**src/rtl/tune_pkg.sv**
```systemverilog
// Shared definitions for the tune trigger and the tune player: sequencer states
// and lockout lengths for both simulation-scaled and full-length tunes.
package tune_pkg;

  typedef enum logic [1:0] {
    ST_IDLE = 2'd0,
    ST_FIRE = 2'd1,
    ST_LOCK = 2'd2
  } tune_state_e;

  localparam int unsigned LOCK_CNT_W    = 27;
  localparam int unsigned LOCK_CYC_FAST = (1 << 22) + 16;
  localparam int unsigned LOCK_CYC_FULL = (1 << 26) + 16;

  function automatic int unsigned lock_cyc_sel(input int unsigned fast_sim);
    return (fast_sim != 0) ? LOCK_CYC_FAST : LOCK_CYC_FULL;
  endfunction

endpackage

```
**src/rtl/lock_timer.sv**
```systemverilog
// Lockout down-counter: loads LOAD_VAL, counts to zero and parks there.
// clr wins over load, load wins over counting.
module lock_timer
  import tune_pkg::*;
#(
  parameter logic [LOCK_CNT_W-1:0] LOAD_VAL = LOCK_CNT_W'(LOCK_CYC_FAST - 1)
) (
  input  logic                  clk,
  input  logic                  rst,
  input  logic                  load,
  input  logic                  clr,
  input  logic                  en,
  output logic [LOCK_CNT_W-1:0] cnt,
  output logic                  zero
);

  logic [LOCK_CNT_W-1:0] cnt_q, cnt_d;

  always_comb begin
    cnt_d = cnt_q;
    if (clr) begin
      cnt_d = '0;
    end else if (load) begin
      cnt_d = LOAD_VAL;
    end else if (en && (cnt_q != '0)) begin
      cnt_d = cnt_q - LOCK_CNT_W'(1);
    end
  end

  always_ff @(posedge clk) begin
    if (rst) begin
      cnt_q <= '0;
    end else begin
      cnt_q <= cnt_d;
    end
  end

  assign cnt  = cnt_q;
  assign zero = (cnt_q == '0);

endmodule

```
**src/rtl/tune_trigger.sv**
```systemverilog
// Turns tour-logic request edges into spaced start pulses for the tune player,
// queueing up to PEND_MAX requests and holding off while a tune is sounding.
//
// state | meaning
// IDLE  | waiting for a queued request with sound enabled
// FIRE  | one-cycle start pulse to the player, lock timer loaded
// LOCK  | tune playing, lock timer counting down to zero
module tune_trigger
  import tune_pkg::*;
#(
  parameter int unsigned FAST_SIM = 1,
  parameter int unsigned PEND_MAX = 3,
  parameter int unsigned LOCK_CYC = lock_cyc_sel(FAST_SIM)
) (
  input  logic       clk,
  input  logic       rst,
  input  logic       req,
  input  logic       en,
  input  logic       flush,
  output logic       go,
  output logic       busy,
  output logic [1:0] pend,
  output logic       ovf
);

  localparam logic [1:0] PEND_LIM = 2'(PEND_MAX);

  tune_state_e           state_q, state_d;
  logic                  req_prev_q, req_prev_d;
  logic                  req_edge_q, req_edge_d;
  logic [1:0]            pend_q, pend_d;
  logic                  ovf_q, ovf_d;
  logic                  go_q, go_d;
  logic                  busy_q, busy_d;
  logic                  fire, enq, drop;
  logic                  timer_load, timer_en, timer_zero;
  logic [LOCK_CNT_W-1:0] timer_cnt_unused;

  lock_timer #(
    .LOAD_VAL(LOCK_CNT_W'(LOCK_CYC - 1))
  ) u_lock_timer (
    .clk  (clk),
    .rst  (rst),
    .load (timer_load),
    .clr  (flush),
    .en   (timer_en),
    .cnt  (timer_cnt_unused),
    .zero (timer_zero)
  );

  always_comb begin
    req_prev_d = req;
    // an edge seen during flush is discarded along with the queue
    req_edge_d = req & ~req_prev_q & ~flush;

    fire = (state_q == ST_IDLE) && en && (pend_q != 2'd0) && !flush;
    enq  = req_edge_q && en && (pend_q < PEND_LIM);
    drop = req_edge_q && en && (pend_q >= PEND_LIM);

    timer_load = 1'b0;
    timer_en   = (state_q == ST_LOCK);
    state_d    = state_q;
    case (state_q)
      ST_IDLE: if (fire) state_d = ST_FIRE;
      ST_FIRE: begin
        state_d    = ST_LOCK;
        timer_load = 1'b1;
      end
      ST_LOCK: if (timer_zero) state_d = ST_IDLE;
      default: state_d = ST_IDLE;
    endcase

    if (flush) begin
      state_d = ST_IDLE;
      pend_d  = 2'd0;
      ovf_d   = 1'b0;
    end else begin
      pend_d = en ? (pend_q + {1'b0, enq} - {1'b0, fire}) : 2'd0;
      ovf_d  = ovf_q | drop;
    end

    go_d   = (state_d == ST_FIRE);
    busy_d = (state_d != ST_IDLE);
  end

  always_ff @(posedge clk) begin
    // history keeps sampling through reset so a req already high is not an edge
    req_prev_q <= req_prev_d;
    if (rst) begin
      state_q    <= ST_IDLE;
      req_edge_q <= 1'b0;
      pend_q     <= 2'd0;
      ovf_q      <= 1'b0;
      go_q       <= 1'b0;
      busy_q     <= 1'b0;
    end else begin
      state_q    <= state_d;
      req_edge_q <= req_edge_d;
      pend_q     <= pend_d;
      ovf_q      <= ovf_d;
      go_q       <= go_d;
      busy_q     <= busy_d;
    end
  end

  assign go   = go_q;
  assign busy = busy_q;
  assign pend = pend_q;
  assign ovf  = ovf_q;

endmodule

```
**config.mk**
```make
export PLATFORM = sky130hd
export DESIGN_NAME = tune_trigger
export DESIGN_NICKNAME = d
export VERILOG_FILES = /design/src/rtl/tune_pkg.sv /design/src/rtl/lock_timer.sv /design/src/rtl/tune_trigger.sv
export SDC_FILE = /design/constraint.sdc
export NUM_CORES = 1
export LEC_CHECK = 0
export CORE_ASPECT_RATIO = 1.4
export CORE_MARGIN = 1
export CORE_UTILIZATION = 45
export CTS_CLUSTER_DIAMETER = 60
export DETAILED_ROUTE_END_ITERATION = 8
export SLEW_MARGIN = 20
export SYNTH_ARGS = -nofsm -noshare
export SYNTH_HDL_FRONTEND = slang
export SYNTH_SLANG_ARGS = --single-unit
```
**constraint.sdc**
```tcl
create_clock -name clk -period 6.5 [get_ports clk]
set_clock_uncertainty 0.2 [all_clocks]
set_input_delay 0.975 -clock clk [delete_from_list [all_inputs] [get_ports clk]]
set_output_delay 0.975 -clock clk [all_outputs]
set_load 0.05 [all_outputs]
```
==> results.txt, run 1 <==
----------------------------------------------------
[Outcome]
  Run status ... complete, no violations

[Setup path]
  Critical path cell sequence ... clkdlybuf4s50_1 -> nor4b_1 -> o21a_1 -> ha_1 -> inv_1 -> ha_1 -> xnor2_1 -> xnor2_1 -> and3_1
  Category of the most critical setup path ... input port to flip-flop
  Endpoint required time on the critical path ... approximately 6.5 ns
  Highest-delay cell along the critical path ... sky130_fd_sc_hd__clkdlybuf4s50_1
  Combined buffer and inverter count along the critical path ... 2
  Worst stage delay on the critical path ... 0.53 ns
  Critical path peak fanout ... 5
  Crit-path leading delay family ... buffers and inverters
  Endpoint type of the worst setup path ... flip-flop
  Data arrival time of the critical path ... 2.81 ns
  Startpoint type of the worst setup path ... input port

[Die]
  DIE AREA ... 4190 µm²
  Floorplan die width ... 55.0 µm
  Chip Height ... 76.2 µm
  Core area ... about 3700 µm²
  I/O Pins ... 10
  Effective utilization at floorplan ... 47.7%
  Floorplan row count ... 26

[Synth]
  Post-Synthesis Net Count ... 208
  Top cell type's share of synthesized area ... approximately two fifths
  Sequential area share after synthesis ... 40.8%
  EDFF count, synth ... 0
  Number of library cell types mapped by synthesis ... 47
  Post-synthesis register bit count ... 36
  Biggest area contributors in the synthesized netlist ... sky130_fd_sc_hd__dfxtp_1 (41%), sky130_fd_sc_hd__a21oi_1 (5.7%), sky130_fd_sc_hd__or3_1 (3.9%)
  Warnings, synthesis ... 0
  Share of flip-flops with an asynchronous set or reset after synthesis ... 0%
  Avg Synthesized Cell Area ... roughly 9 µm²
  Top FF cell, synth ... sky130_fd_sc_hd__dfxtp_1
  Total standard cell area after synthesis ... approximately 1800 µm²
  Yosys top cell by area ... sky130_fd_sc_hd__dfxtp_1
  Cells after synthesis ... 199

[Clocking]
  Number of CTS-inserted buffers ... 5
  CTS sink cnt ... 36
  Clock tree from TritonCTS ... yes
  Maximum buffer depth of the clock tree ... 2
  Clock root buffer master ... sky130_fd_sc_hd__clkbuf_8
  H-tree Lvls ... 2
  Number of setup buffers added after CTS ... 0
  Clock Pin Slew Worst Setup and Hold Paths ... 0.07 ns
  Number of buffers added to fix hold violations after cts ... 0
  Quantity of gates resized following cts ... 0
  Clock latency reported for the late side of the worst-skew pair ... roughly 0.29 ns

[Finish]
  Number of antenna repair diodes ... 0
  Signed area change from the synthesized netlist to the final layout ... 10.9%
  Final layout net count ... around 220
  Area of the multi-input gates ... slightly below 1000 µm²
  Final std cell area, no fill ... 1960 µm²
  Sequential standard cell area ... about 700 µm²
  Finished Core Util ... 52.9%
  Count of filler cells inserted in the layout ... 347
  Share of cells above drive strength 1 ... 11.0%

[Power]
  Pwr/cell area ... 202 nW/µm²
  Total power of the final layout ... 396 µW
  VDD IR max ... between 0.0001 and 0.00015 V
  Leakage ... 0.000763 µW

[Detailed routing]
  Initial DRC count ... 40
  Via Count ... between 1500 and 2000
  Number of nets with antenna violations after routing ... 0
  Total iterations of the first detailed-routing run ... 4
  Total routed wirelength ... just under 4000 µm
  Post-DR vias/cell ... about 6.2
  Mean routed wirelength per cell ... ~15 µm
  DRC Markers ... 0

[Timing]
  RSZ-0062 raised after global routing ... no
  Clock period minus worst slack ... approximately 2.8 ns
  Actual transition at the worst max-transition pin ... 0.714 ns
  Peak Freq ... 354 MHz
  Final-report max-slew violation count ... 0
  Min setup slack post-route ... 3.68 ns
  Worst slew slack as a fraction of its limit ... 52.3%
  Final Hold Viols ... 0
  Final-report setup violation count ... 0
  Setup TNS ... 0 ns
  Period utilization ... 43.4%

[Flow run]
  Maxcap violations ... 0

[Place]
  Count of input and output buffers ... 9
  Total half-perimeter wirelength after legalization and detailed placement ... roughly 2700 µm
  Global placer's final weighted congestion ... 0.748
  Cell area reported after detailed placement ... between 1500 and 2000 µm²
  Pre-CTS setup slack ... 3.36 ns

[Global routing]
  Overflow after GRT ... 0
  Vias in the first global route ... approximately 1400
  Total Routing Usage GR ... 19.9%
  Wire length of the first global-routing pass ... between 6000 and 7000 µm
  Pin count of the biggest net entering global routing ... 37
  Antenna violations before repair ... 0

[Min path]
  Type of the worst min-delay path ... flip-flop to flip-flop

----------------------------------------------------
==> routing by layer <==
metal / track usage [%] / wire [µm] / share of wire, %
met1: 24.1 / 1700 / 44
met4: 6.00 / 53 / 1.4
met3: 4.39 / 121 / 3.1
met2: 33.6 / 1990 / 51
met5: 0 / 0 / 0
==> synthesized netlist by cell type (all sizes together), types with 4 or more instances <==
| library cell | n |
|---|---|
| nor2 | 12 |
| or4 | 14 |
| nand3 | 5 |
| ha | 4 |
| nand2 | 14 |
| dfxtp | 36 |
| o21ai | 12 |
| o31ai | 10 |
| nor3 | 5 |
| clkbuf | 5 |
| nor2b | 4 |
| or3 | 12 |
| a21oi | 20 |
| or2 | 4 |
==> per-stage QoR <==
stage	hold slack, ns	instances
after floorplan	0.172	199
after global placement	0.184	242
after detailed placement	0.189	242
after CTS	0.202	250
after global routing	0.229	251
final	0.198	251
==> cell families after synthesis <==
family | Yosys count | synth area share (%)
compound gates | 53 | 19.0
xor+xnor | 2 | 0.991
fa+ha+maj | 4 | 2.83
buf+inv | 11 | 3.68
flops | 36 | 40.8
mux | 1 | 0.566
simple gates | 92 | 32.1
==> registers in the layout (all words and copies together) (netlist names) <==
register,flops
go,1
pend,2
req_edge_q,1
state_q,2
u_lock_timer.cnt,27
req_prev_q,1
ovf,1
busy,1
==> worst paths after layout <==
| check | end | depth (start not counted) | startpoint | slack [ns] |
|---|---|---|---|---|
| setup / recovery | pend[1]$_SDFF_PP0_ | 9 | en | 3.68 |
| hold reg to reg | req_edge_q$_SDFF_PP0_ | 1 | req_prev_q$_DFF_P_ | 0.20 |
| hold / removal | req_edge_q$_SDFF_PP0_ | 1 | req_prev_q$_DFF_P_ | 0.20 |
| setup reg to reg | u_lock_timer.cnt[22]$_SDFFE_PP0P_ | 5 | u_lock_timer.cnt[2]$_SDFFE_PP0P_ | 3.73 |
==> worst reg2reg max path, stage by stage (launching register included) <==
cell and delay (ns):
sky130_fd_sc_hd__dfxtp_1 0.36, sky130_fd_sc_hd__nor3_1 0.58, sky130_fd_sc_hd__nand2_1 0.41, sky130_fd_sc_hd__nor3_1 0.51, sky130_fd_sc_hd__or4b_1 0.48, sky130_fd_sc_hd__a31oi_1 0.16
==> cells in the final DEF (no fill, tap or decap), types with 2 or more instances in the layout <==
master,count
sky130_fd_sc_hd__or4_1,9
sky130_fd_sc_hd__nand4b_1,2
sky130_fd_sc_hd__nand3b_1,2
sky130_fd_sc_hd__and2_1,2
sky130_fd_sc_hd__a211oi_1,2
sky130_fd_sc_hd__inv_1,3
sky130_fd_sc_hd__nor3_1,5
sky130_fd_sc_hd__or3_1,11
sky130_fd_sc_hd__or2_2,3
sky130_fd_sc_hd__nor2_1,12
sky130_fd_sc_hd__clkinv_2,2
sky130_fd_sc_hd__nand3_1,5
sky130_fd_sc_hd__ha_1,4
sky130_fd_sc_hd__a21oi_1,20
sky130_fd_sc_hd__clkdlybuf4s50_1,9
sky130_fd_sc_hd__and3_1,2
sky130_fd_sc_hd__or4_2,4
sky130_fd_sc_hd__a31oi_1,2
sky130_fd_sc_hd__o21ai_0,12
sky130_fd_sc_hd__nor2b_1,4
sky130_fd_sc_hd__clkbuf_8,6
sky130_fd_sc_hd__dfxtp_1,36
sky130_fd_sc_hd__nand2b_1,3
sky130_fd_sc_hd__xnor2_1,2
sky130_fd_sc_hd__nor4_1,3
sky130_fd_sc_hd__nand2_1,14
sky130_fd_sc_hd__o31ai_1,9
sky130_fd_sc_hd__nand4_1,2
==> power by group <==
group	leakage (µW)	switching [µW]	internal, µW	total (µW)
Combinational	0.000422	5.45	3.56	9.01
Clock	0.0000510	80.7	84.6	165
Sequential	0.000290	0.261	221	221
Total	0.000763	86.4	309	396
==> final cells by class <==
class / count / share of cell area [%]
multi-input cells: 152 / 50.1
flip-flops and latches: 36 / 36.8
repair buffers: 10 / 5.17
clock buffers: 6 / 4.21
well taps: 42 / 2.68
inverters: 3 / 0.574
clock inverters: 2 / 0.511
Note: power is estimated with default switching activity, not from simulation.
==> run 2: changes to the inputs <==
--- a/config.mk
+++ b/config.mk
@@ -10,6 +10,7 @@
 export CORE_UTILIZATION = 45
 export CTS_CLUSTER_DIAMETER = 60
 export DETAILED_ROUTE_END_ITERATION = 8
+export PLACE_DENSITY = 0.65
 export SLEW_MARGIN = 20
 export SYNTH_ARGS = -nofsm -noshare
 export SYNTH_HDL_FRONTEND = slang
==> constraint.sdc (replaced) <==
create_clock -name clk -period 2.4 [get_ports clk]
set_clock_uncertainty 0.2 [all_clocks]
set_input_delay 0.36 -clock clk [delete_from_list [all_inputs] [get_ports clk]]
set_output_delay 0.36 -clock clk [all_outputs]
set_load 0.05 [all_outputs]
==> run 2 against run 1 <==
Net effect: global-route usage grew 2.2 points; highest routed layer unchanged; count of clock-buffer cells in the layout is the same; largest cell class unchanged; via count grew 4.2%; utilization grew 4.4 points; largest power group unchanged.
==> results.txt, run 2 (synthesized netlist as in run 1, its figures left out) <==
----------------------------------------------------
[Outcome]
  Run status ... complete, no violations

[Min path]
  Type of the worst min-delay path ... flip-flop to flip-flop

[Place]
  Number of cells in the design after placement ... 257 (+6.2%)
  Global placer's final weighted congestion ... 0.828 (+11%)
  Cell area reported after detailed placement ... 1970 µm² (+6.1%)
  Pre-CTS setup slack ... -0.0999 ns (-3.46 ns)
  Total half-perimeter wirelength after legalization and detailed placement ... 3050 µm (+14%)
  Count of input and output buffers ... 9 (unchanged)

[Detailed routing]
  Post-DR vias/cell ... 6.09 (-2.1%)
  Via Count ... 1627 (+4.2%)
  Total iterations of the first detailed-routing run ... 4 (unchanged)
  Number of nets with antenna violations after routing ... 0 (unchanged)
  Total routed wirelength ... 4060 µm (+4.9%)
  Initial DRC count ... 51 (+28%)
  Mean routed wirelength per cell ... 15.2 µm (-1.4%)
  DRC Markers ... 0 (unchanged)

[Clocking]
  CTS sink cnt ... 36 (unchanged)
  Number of CTS-inserted buffers ... 5 (unchanged)
  H-tree Lvls ... 2 (unchanged)
  Clock Pin Slew Worst Setup and Hold Paths ... 0.07 ns (about the same)
  Clock tree from TritonCTS ... yes
  Clock root buffer master ... sky130_fd_sc_hd__clkbuf_8
  Clock latency reported for the late side of the worst-skew pair ... 0.29 ns (about the same)
  Maximum buffer depth of the clock tree ... 2 (unchanged)

[Timing]
  Actual transition at the worst max-transition pin ... 0.506 ns (-0.208 ns)
  Clock period minus worst slack ... 2.35 ns
  Final-report max-slew violation count ... 0 (unchanged)
  Min setup slack post-route ... 0.0513 ns (-3.62 ns)
  Peak Freq ... 426 MHz
  Period utilization ... about 100%
  Final Hold Viols ... 0 (unchanged)
  Worst slew slack as a fraction of its limit ... 66.2% (+14 points)
  Final-report setup violation count ... 0 (unchanged)

[Setup path]
  Crit Reg-Reg Endpoint ... u_lock_timer.cnt[12]$_SDFFE_PP0P_
  Data arrival time of the critical path ... 2.37 ns (-0.44 ns)
  Category of the most critical setup path ... flip-flop to flip-flop
  Source of the critical timing path ... u_lock_timer.cnt[5]$_SDFFE_PP0P_
  Reg2Reg Setup Slack ... 0.05 ns (-3.68 ns)
  Capturing element of the worst setup path ... u_lock_timer.cnt[12]$_SDFFE_PP0P_
  Endpoint type of the worst setup path ... flip-flop
  Startpoint type of the worst setup path ... flip-flop
  Endpoint required time on the critical path ... 2.42 ns (-4.07 ns)
  Worst reg2reg startpoint ... u_lock_timer.cnt[5]$_SDFFE_PP0P_
  Critical path peak fanout ... 5 (unchanged)
  Number of cells on the worst reg-to-reg path ... 5 (unchanged)

[Flow run]
  Maxcap violations ... 0 (unchanged)

[Finish]
  Final std cells w/o fill ... 267 (+6.4%)
  Final std cell area, no fill ... 2120 µm² (+8.3%)
  Max reg flops ... 27 (unchanged)
  Final layout net count ... 233 (+7.4%)
  Share of cells above drive strength 1 ... 22.7% (+12 points)
  Commonest cells after routing, fill and taps aside ... sky130_fd_sc_hd__dfxtp_1 (33), sky130_fd_sc_hd__a21oi_1 (18), sky130_fd_sc_hd__buf_4 (17), sky130_fd_sc_hd__nand2_1 (14)
  Area of the multi-input gates ... 1020 µm² (+4.3%)
  Count of filler cells inserted in the layout ... 349 (+0.58%)
  Sequential standard cell area ... 724 µm² (+0.52%)
  Number of antenna repair diodes ... 0 (unchanged)
  Most frequent standard cell in the layout excluding fill and tap cells ... sky130_fd_sc_hd__dfxtp_1
  Signed area change from the synthesized netlist to the final layout ... 20.1%

[Power]
  Sw Ratio ... 21.6% (-0.23 points)
  Portion of total power attributed to sequential cells ... 55.9% (about the same)
  VDD IR max ... 0.000429 V (+190%)
  Total power of the final layout ... 1070 µW (+170%)
  Leakage ... 0.000849 µW (+11%)
  Pwr/cell area ... 505 nW/µm² (+150%)
  Clock share of power ... 41.5% (-0.3 points)
  Reported net switching power ... 232 µW (+170%)
  Part of the total power dissipated in combinational logic ... 2.7% (+0.4 points)
  Design internal power ... 840 µW (+170%)

[Die]
  Effective utilization at floorplan ... 47.7% (unchanged)
  I/O Pins ... 10 (unchanged)
  Floorplan die width ... 55.0 µm (unchanged)
  DIE AREA ... 4190 µm² (unchanged)
  Core area ... 3710 µm² (unchanged)
  Floorplan row count ... 26 (unchanged)
  Chip Height ... 76.2 µm (unchanged)

[Global routing]
  Grt met1 use ... 23.9% (-0.15 points)
  Total Routing Usage GR ... 22.1% (+2.2 points)
  Wire length of the first global-routing pass ... 6910 µm (+9.5%)
  Overflow after GRT ... 0 (unchanged)
  Met2 capacity usage during global routing ... 39.3% (+5.7 points)
  Vias in the first global route ... 1618 (+14%)
  Layer carrying the most global-route usage ... met2
  Met3 usage in global routing ... 5.19% (+0.80 points)
  Antenna violations before repair ... 0 (unchanged)
  Pin count of the biggest net entering global routing ... 16 (-57%)

----------------------------------------------------
==> run 2: cell count changes in the layout (fill, tap and decap cells not counted), moves of 2 or more <==
cell,previous run,this run
sky130_fd_sc_hd__or4_1,9,7
sky130_fd_sc_hd__or3_1,11,9
sky130_fd_sc_hd__dfxtp_2,0,3
sky130_fd_sc_hd__a21oi_2,0,2
sky130_fd_sc_hd__dfxtp_1,36,33
sky130_fd_sc_hd__or4_4,1,3
sky130_fd_sc_hd__a21oi_1,20,18
sky130_fd_sc_hd__or3_4,0,2
sky130_fd_sc_hd__buf_4,0,17
==> run 2: worst min-delay path by stage <==
stage	start	to	slack [ns]	cells after the start
floorplan	req_prev_q$_DFF_P_	req_edge_q$_SDFF_PP0_	0.17	1
global placement	req_prev_q$_DFF_P_	req_edge_q$_SDFF_PP0_	0.18	1
detailed placement	req_prev_q$_DFF_P_	req_edge_q$_SDFF_PP0_	0.19	1
CTS	req_prev_q$_DFF_P_	req_edge_q$_SDFF_PP0_	0.20	1
global route	req_prev_q$_DFF_P_	req_edge_q$_SDFF_PP0_	0.23	1
finish	req_prev_q$_DFF_P_	req_edge_q$_SDFF_PP0_	0.19	1
==> run 2: metrics by stage <==
stage	hold slack [ns]	setup TNS, ns	util [%]
3_5_place_dp	0.187	-0.141	53.1
5_1_grt	0.225	-0.0120	57.3
4_1_cts	0.196	0	56.2
3_3_place_gp	0.183	0	53.1
6_report	0.194	0	57.3
2_1_floorplan	0.172	0	-
==> run 2: metal layers <==
layer  part of all wire [%]  vias up
met4                    1.5        0
met3                    3.1        6
met1                     41      789
met5                      0        -
li1                       -      803
met2                     54       29
==> run 2: what timing repair did <==
item	CTS	global route
hold buffers	0	0
buffers inserted	2	0
pin swaps	3	2
endpoints found under the setup margin	1	8
gates resized for setup	3	9
==> run 2: power groups by stage <==
stage | Combinational (µW) | Clock (µW) | Sequential, µW
6_report | 28.7 | 444 | 599
2_1_floorplan | 13.0 | 0 | 613
3_3_place_gp | 27.5 | 0 | 613
3_5_place_dp | 28.2 | 0 | 613
4_1_cts | 28.3 | 455 | 599
5_1_grt | 31.0 | 476 | 599
==> run 2: area by class of cell <==
type,instances,share of cell area (%)
well taps,42,2.47
flip-flops and latches,36,34.1
multi-input cells,152,48.3
clock buffers,6,3.89
clock inverters,2,0.471
repair buffers,26,10.3
inverters,3,0.530
==> run 2: worst max-delay path, cell delays in order (launching register included) <==
cell and delay [ns]:
sky130_fd_sc_hd__dfxtp_2 0.32, sky130_fd_sc_hd__or4_4 0.54, sky130_fd_sc_hd__or2_4 0.28, sky130_fd_sc_hd__or4_4 0.49
sky130_fd_sc_hd__or3_4 0.35, sky130_fd_sc_hd__a21oi_2 0.12
==> run 3: changes to the inputs <==
--- a/config.mk
+++ b/config.mk
@@ -5,12 +5,15 @@
 export SDC_FILE = /design/constraint.sdc
 export NUM_CORES = 1
 export LEC_CHECK = 0
+export ABC_CLOCK_PERIOD_IN_PS = 2400
 export CORE_ASPECT_RATIO = 1.4
 export CORE_MARGIN = 1
 export CORE_UTILIZATION = 45
 export CTS_CLUSTER_DIAMETER = 60
 export DETAILED_ROUTE_END_ITERATION = 8
+export HOLD_SLACK_MARGIN = 0.02
 export PLACE_DENSITY = 0.65
+export RECOVER_POWER = 25
 export SLEW_MARGIN = 20
 export SYNTH_ARGS = -nofsm -noshare
 export SYNTH_HDL_FRONTEND = slang
==> run 3 against run 2 <==
Net effect: count of clock-buffer cells in the layout did not move; routed wire length rose by 0.37%; power fell by 0.12%; final area did not move; flip-flop and latch count did not move; critical path depth did not move; utilization did not move; non-clock buffer count did not move.
==> results.txt, run 3 (synthesized netlist as in run 1, its figures left out) <==
----------------------------------------------------
[Global routing]
  Met2 capacity usage during global routing ... 39.3% (unchanged)
  Met3 usage in global routing ... 5.19% (unchanged)
  Vias in the first global route ... 1618 (unchanged)
  Antenna violations before repair ... 0 (unchanged)
  Grt met1 use ... 23.9% (unchanged)
  Overflow after GRT ... 0 (unchanged)
  Wire length of the first global-routing pass ... 6910 µm (unchanged)
  Pin count of the biggest net entering global routing ... 16 (unchanged)
  Layer carrying the most global-route usage ... met2
  Total Routing Usage GR ... 22.1% (unchanged)

[Timing]
  Min setup slack post-route ... 0.0522 ns (+0.000888 ns)
  Clock period minus worst slack ... 2.35 ns (-0.000888 ns)
  Final-report max-slew violation count ... 0 (unchanged)
  Final Hold Viols ... 0 (unchanged)
  Worst slew slack as a fraction of its limit ... 65.7% (-0.50 points)
  Actual transition at the worst max-transition pin ... 0.513 ns (+0.00739 ns)
  Final-report setup violation count ... 0 (unchanged)
  Period utilization ... 97.8% (about the same)
  Peak Freq ... 426 MHz (about the same)

[Clocking]
  Number of CTS-inserted buffers ... 5 (unchanged)
  Clock latency reported for the late side of the worst-skew pair ... 0.29 ns (about the same)
  Maximum buffer depth of the clock tree ... 2 (unchanged)
  H-tree Lvls ... 2 (unchanged)
  CTS sink cnt ... 36 (unchanged)
  Clock tree from TritonCTS ... yes
  Clock root buffer master ... sky130_fd_sc_hd__clkbuf_8
  Number of buffers added to fix hold violations after cts ... 0 (unchanged)
  Clock Pin Slew Worst Setup and Hold Paths ... 0.07 ns (about the same)

[Setup path]
  Crit Reg-Reg Endpoint ... u_lock_timer.cnt[12]$_SDFFE_PP0P_
  Worst stage delay on the critical path ... 0.54 ns (about the same)
  Levels on crit path ... 5 (unchanged)
  Crit-path leading delay family ... simple AND/OR/NAND/NOR gates
  Combined buffer and inverter count along the critical path ... 0 (unchanged)
  Endpoint type of the worst setup path ... flip-flop
  Worst reg2reg startpoint ... u_lock_timer.cnt[5]$_SDFFE_PP0P_
  Startpoint type of the worst setup path ... flip-flop
  Endpoint required time on the critical path ... 2.42 ns (about the same)
  Critical path peak fanout ... 5 (unchanged)
  Highest-delay cell along the critical path ... sky130_fd_sc_hd__or4_4
  Category of the most critical setup path ... flip-flop to flip-flop
  Most used cell along the critical path ... sky130_fd_sc_hd__or4_4
  Source of the critical timing path ... u_lock_timer.cnt[5]$_SDFFE_PP0P_
  Data arrival time of the critical path ... 2.37 ns (about the same)
  Reg2Reg Setup Slack ... 0.05 ns (about the same)
  Number of cells on the worst reg-to-reg path ... 5 (unchanged)
  Critical path cell sequence ... or4_4 -> or2_4 -> or4_4 -> or3_4 -> a21oi_2
  Capturing element of the worst setup path ... u_lock_timer.cnt[12]$_SDFFE_PP0P_

[Outcome]
  Run status ... complete, no violations

[Place]
  Count of input and output buffers ... 9 (unchanged)
  Pre-CTS setup slack ... -0.0999 ns (unchanged)
  Global placer's final weighted congestion ... 0.828 (unchanged)
  Total half-perimeter wirelength after legalization and detailed placement ... 3050 µm (unchanged)

[Power]
  Clock share of power ... 41.5% (about the same)
  Part of the total power dissipated in combinational logic ... 2.6% (about the same)
  Reported net switching power ... 232 µW (-0.11%)
  Pwr/cell area ... 504 nW/µm² (-0.12%)
  Sw Ratio ... 21.6% (about the same)
  Portion of total power attributed to sequential cells ... 55.9% (about the same)
  Leakage ... 0.000860 µW (+1.3%)
  VDD IR max ... 0.000429 V (about the same)
  Total power of the final layout ... 1070 µW (-0.12%)
  Design internal power ... 839 µW (-0.12%)

[Die]
  Floorplan row count ... 26 (unchanged)
  Effective utilization at floorplan ... 47.7% (unchanged)
  Core area ... 3710 µm² (unchanged)
  Floorplan die width ... 55.0 µm (unchanged)
  Chip Height ... 76.2 µm (unchanged)
  DIE AREA ... 4190 µm² (unchanged)
  I/O Pins ... 10 (unchanged)

[Finish]
  Count of filler cells inserted in the layout ... 349 (unchanged)
  Share of cells above drive strength 1 ... 22.7% (unchanged)
  Number of antenna repair diodes ... 0 (unchanged)
  Final layout net count ... 233 (unchanged)
  Signed area change from the synthesized netlist to the final layout ... 20.1% (unchanged)
  Max reg flops ... 27 (unchanged)
  Commonest cells after routing, fill and taps aside ... sky130_fd_sc_hd__dfxtp_1 (33), sky130_fd_sc_hd__a21oi_1 (18), sky130_fd_sc_hd__buf_4 (16), sky130_fd_sc_hd__nand2_1 (14)
  Most frequent standard cell in the layout excluding fill and tap cells ... sky130_fd_sc_hd__dfxtp_1

[Detailed routing]
  Initial DRC count ... 40 (-22%)
  Via Count ... 1625 (-0.12%)
  Post-DR vias/cell ... 6.09 (-0.12%)
  Number of nets with antenna violations after routing ... 0 (unchanged)
  Total iterations of the first detailed-routing run ... 4 (unchanged)
  DRC Markers ... 0 (unchanged)
  Total routed wirelength ... 4080 µm (+0.37%)
  Mean routed wirelength per cell ... 15.3 µm (+0.37%)

[Flow run]
  Maxcap violations ... 0 (unchanged)

[Min path]
  Type of the worst min-delay path ... flip-flop to flip-flop

----------------------------------------------------
-- run 3: cell count changes in the layout (fill, tap and decap cells not counted) --
| cell | previous run | this run |
|---|---|---|
| sky130_fd_sc_hd__dlygate4sd3_1 | 0 | 6 |
| sky130_fd_sc_hd__clkdlybuf4s50_1 | 9 | 3 |
| sky130_fd_sc_hd__buf_4 | 17 | 16 |
| sky130_fd_sc_hd__clkbuf_4 | 0 | 1 |
-- run 3: timing repair --
item | CTS | global route
gates cloned | 0 | 0
gates resized for setup | 3 | 9
pin swaps | 3 | 2
setup endpoints to repair | 1 | 8
buffers inserted | 2 | 0
-- run 3: worst min-delay path by stage --
stage                             startpoint                     to  slack [ns]  cells after the start
after global routing      req_prev_q$_DFF_P_  req_edge_q$_SDFF_PP0_        0.23                      1
after CTS                 req_prev_q$_DFF_P_  req_edge_q$_SDFF_PP0_        0.20                      1
after floorplan           req_prev_q$_DFF_P_  req_edge_q$_SDFF_PP0_        0.17                      1
after detailed placement  req_prev_q$_DFF_P_  req_edge_q$_SDFF_PP0_        0.19                      1
after global placement    req_prev_q$_DFF_P_  req_edge_q$_SDFF_PP0_        0.18                      1
final                     req_prev_q$_DFF_P_  req_edge_q$_SDFF_PP0_        0.19                      1
-- run 3: final cells by class --
| type | count | area (µm²) | share of cell area [%] |
|---|---|---|---|
| Clock buffer | 6 | 82.6 | 3.89 |
| Clock inverter | 2 | 10.0 | 0.471 |
| Inverter | 3 | 11.3 | 0.530 |
| Multi-Input combinational cell | 152 | 1020 | 48.3 |
| Sequential cell | 36 | 724 | 34.1 |
| Tap cell | 42 | 52.6 | 2.47 |
| Timing Repair Buffer | 26 | 218 | 10.3 |
-- run 3: routing by layer --
metal  wire [µm]  vias up
met5           0        -
met4          55        0
met3         111        6
met2        2210       24
met1        1700      791
li1            -      804
-- run 3: power by group through the flow --
stage                     registers (µW)  clock network, µW  logic, µW
after floorplan                      613                  0       13.0
after global placement               613                  0       27.5
after detailed placement             613                  0       28.2
after CTS                            599                455       28.3
after global routing                 599                476       30.0
final                                599                444       27.6
-- run 3: stage by stage --
step / area, µm² / hold slack [ns] / instances / TNS (ns) / util [%]
3_5_place_dp: 1970 / 0.187 / 257 / -0.141 / 53.1
4_1_cts: 2080 / 0.196 / 267 / 0 / 56.2
2_1_floorplan: 1770 / 0.172 / 199 / 0 / -
6_report: 2120 / 0.194 / 267 / 0 / 57.3
5_1_grt: 2120 / 0.225 / 267 / -0.0120 / 57.3
3_3_place_gp: 1970 / 0.183 / 257 / 0 / 53.1
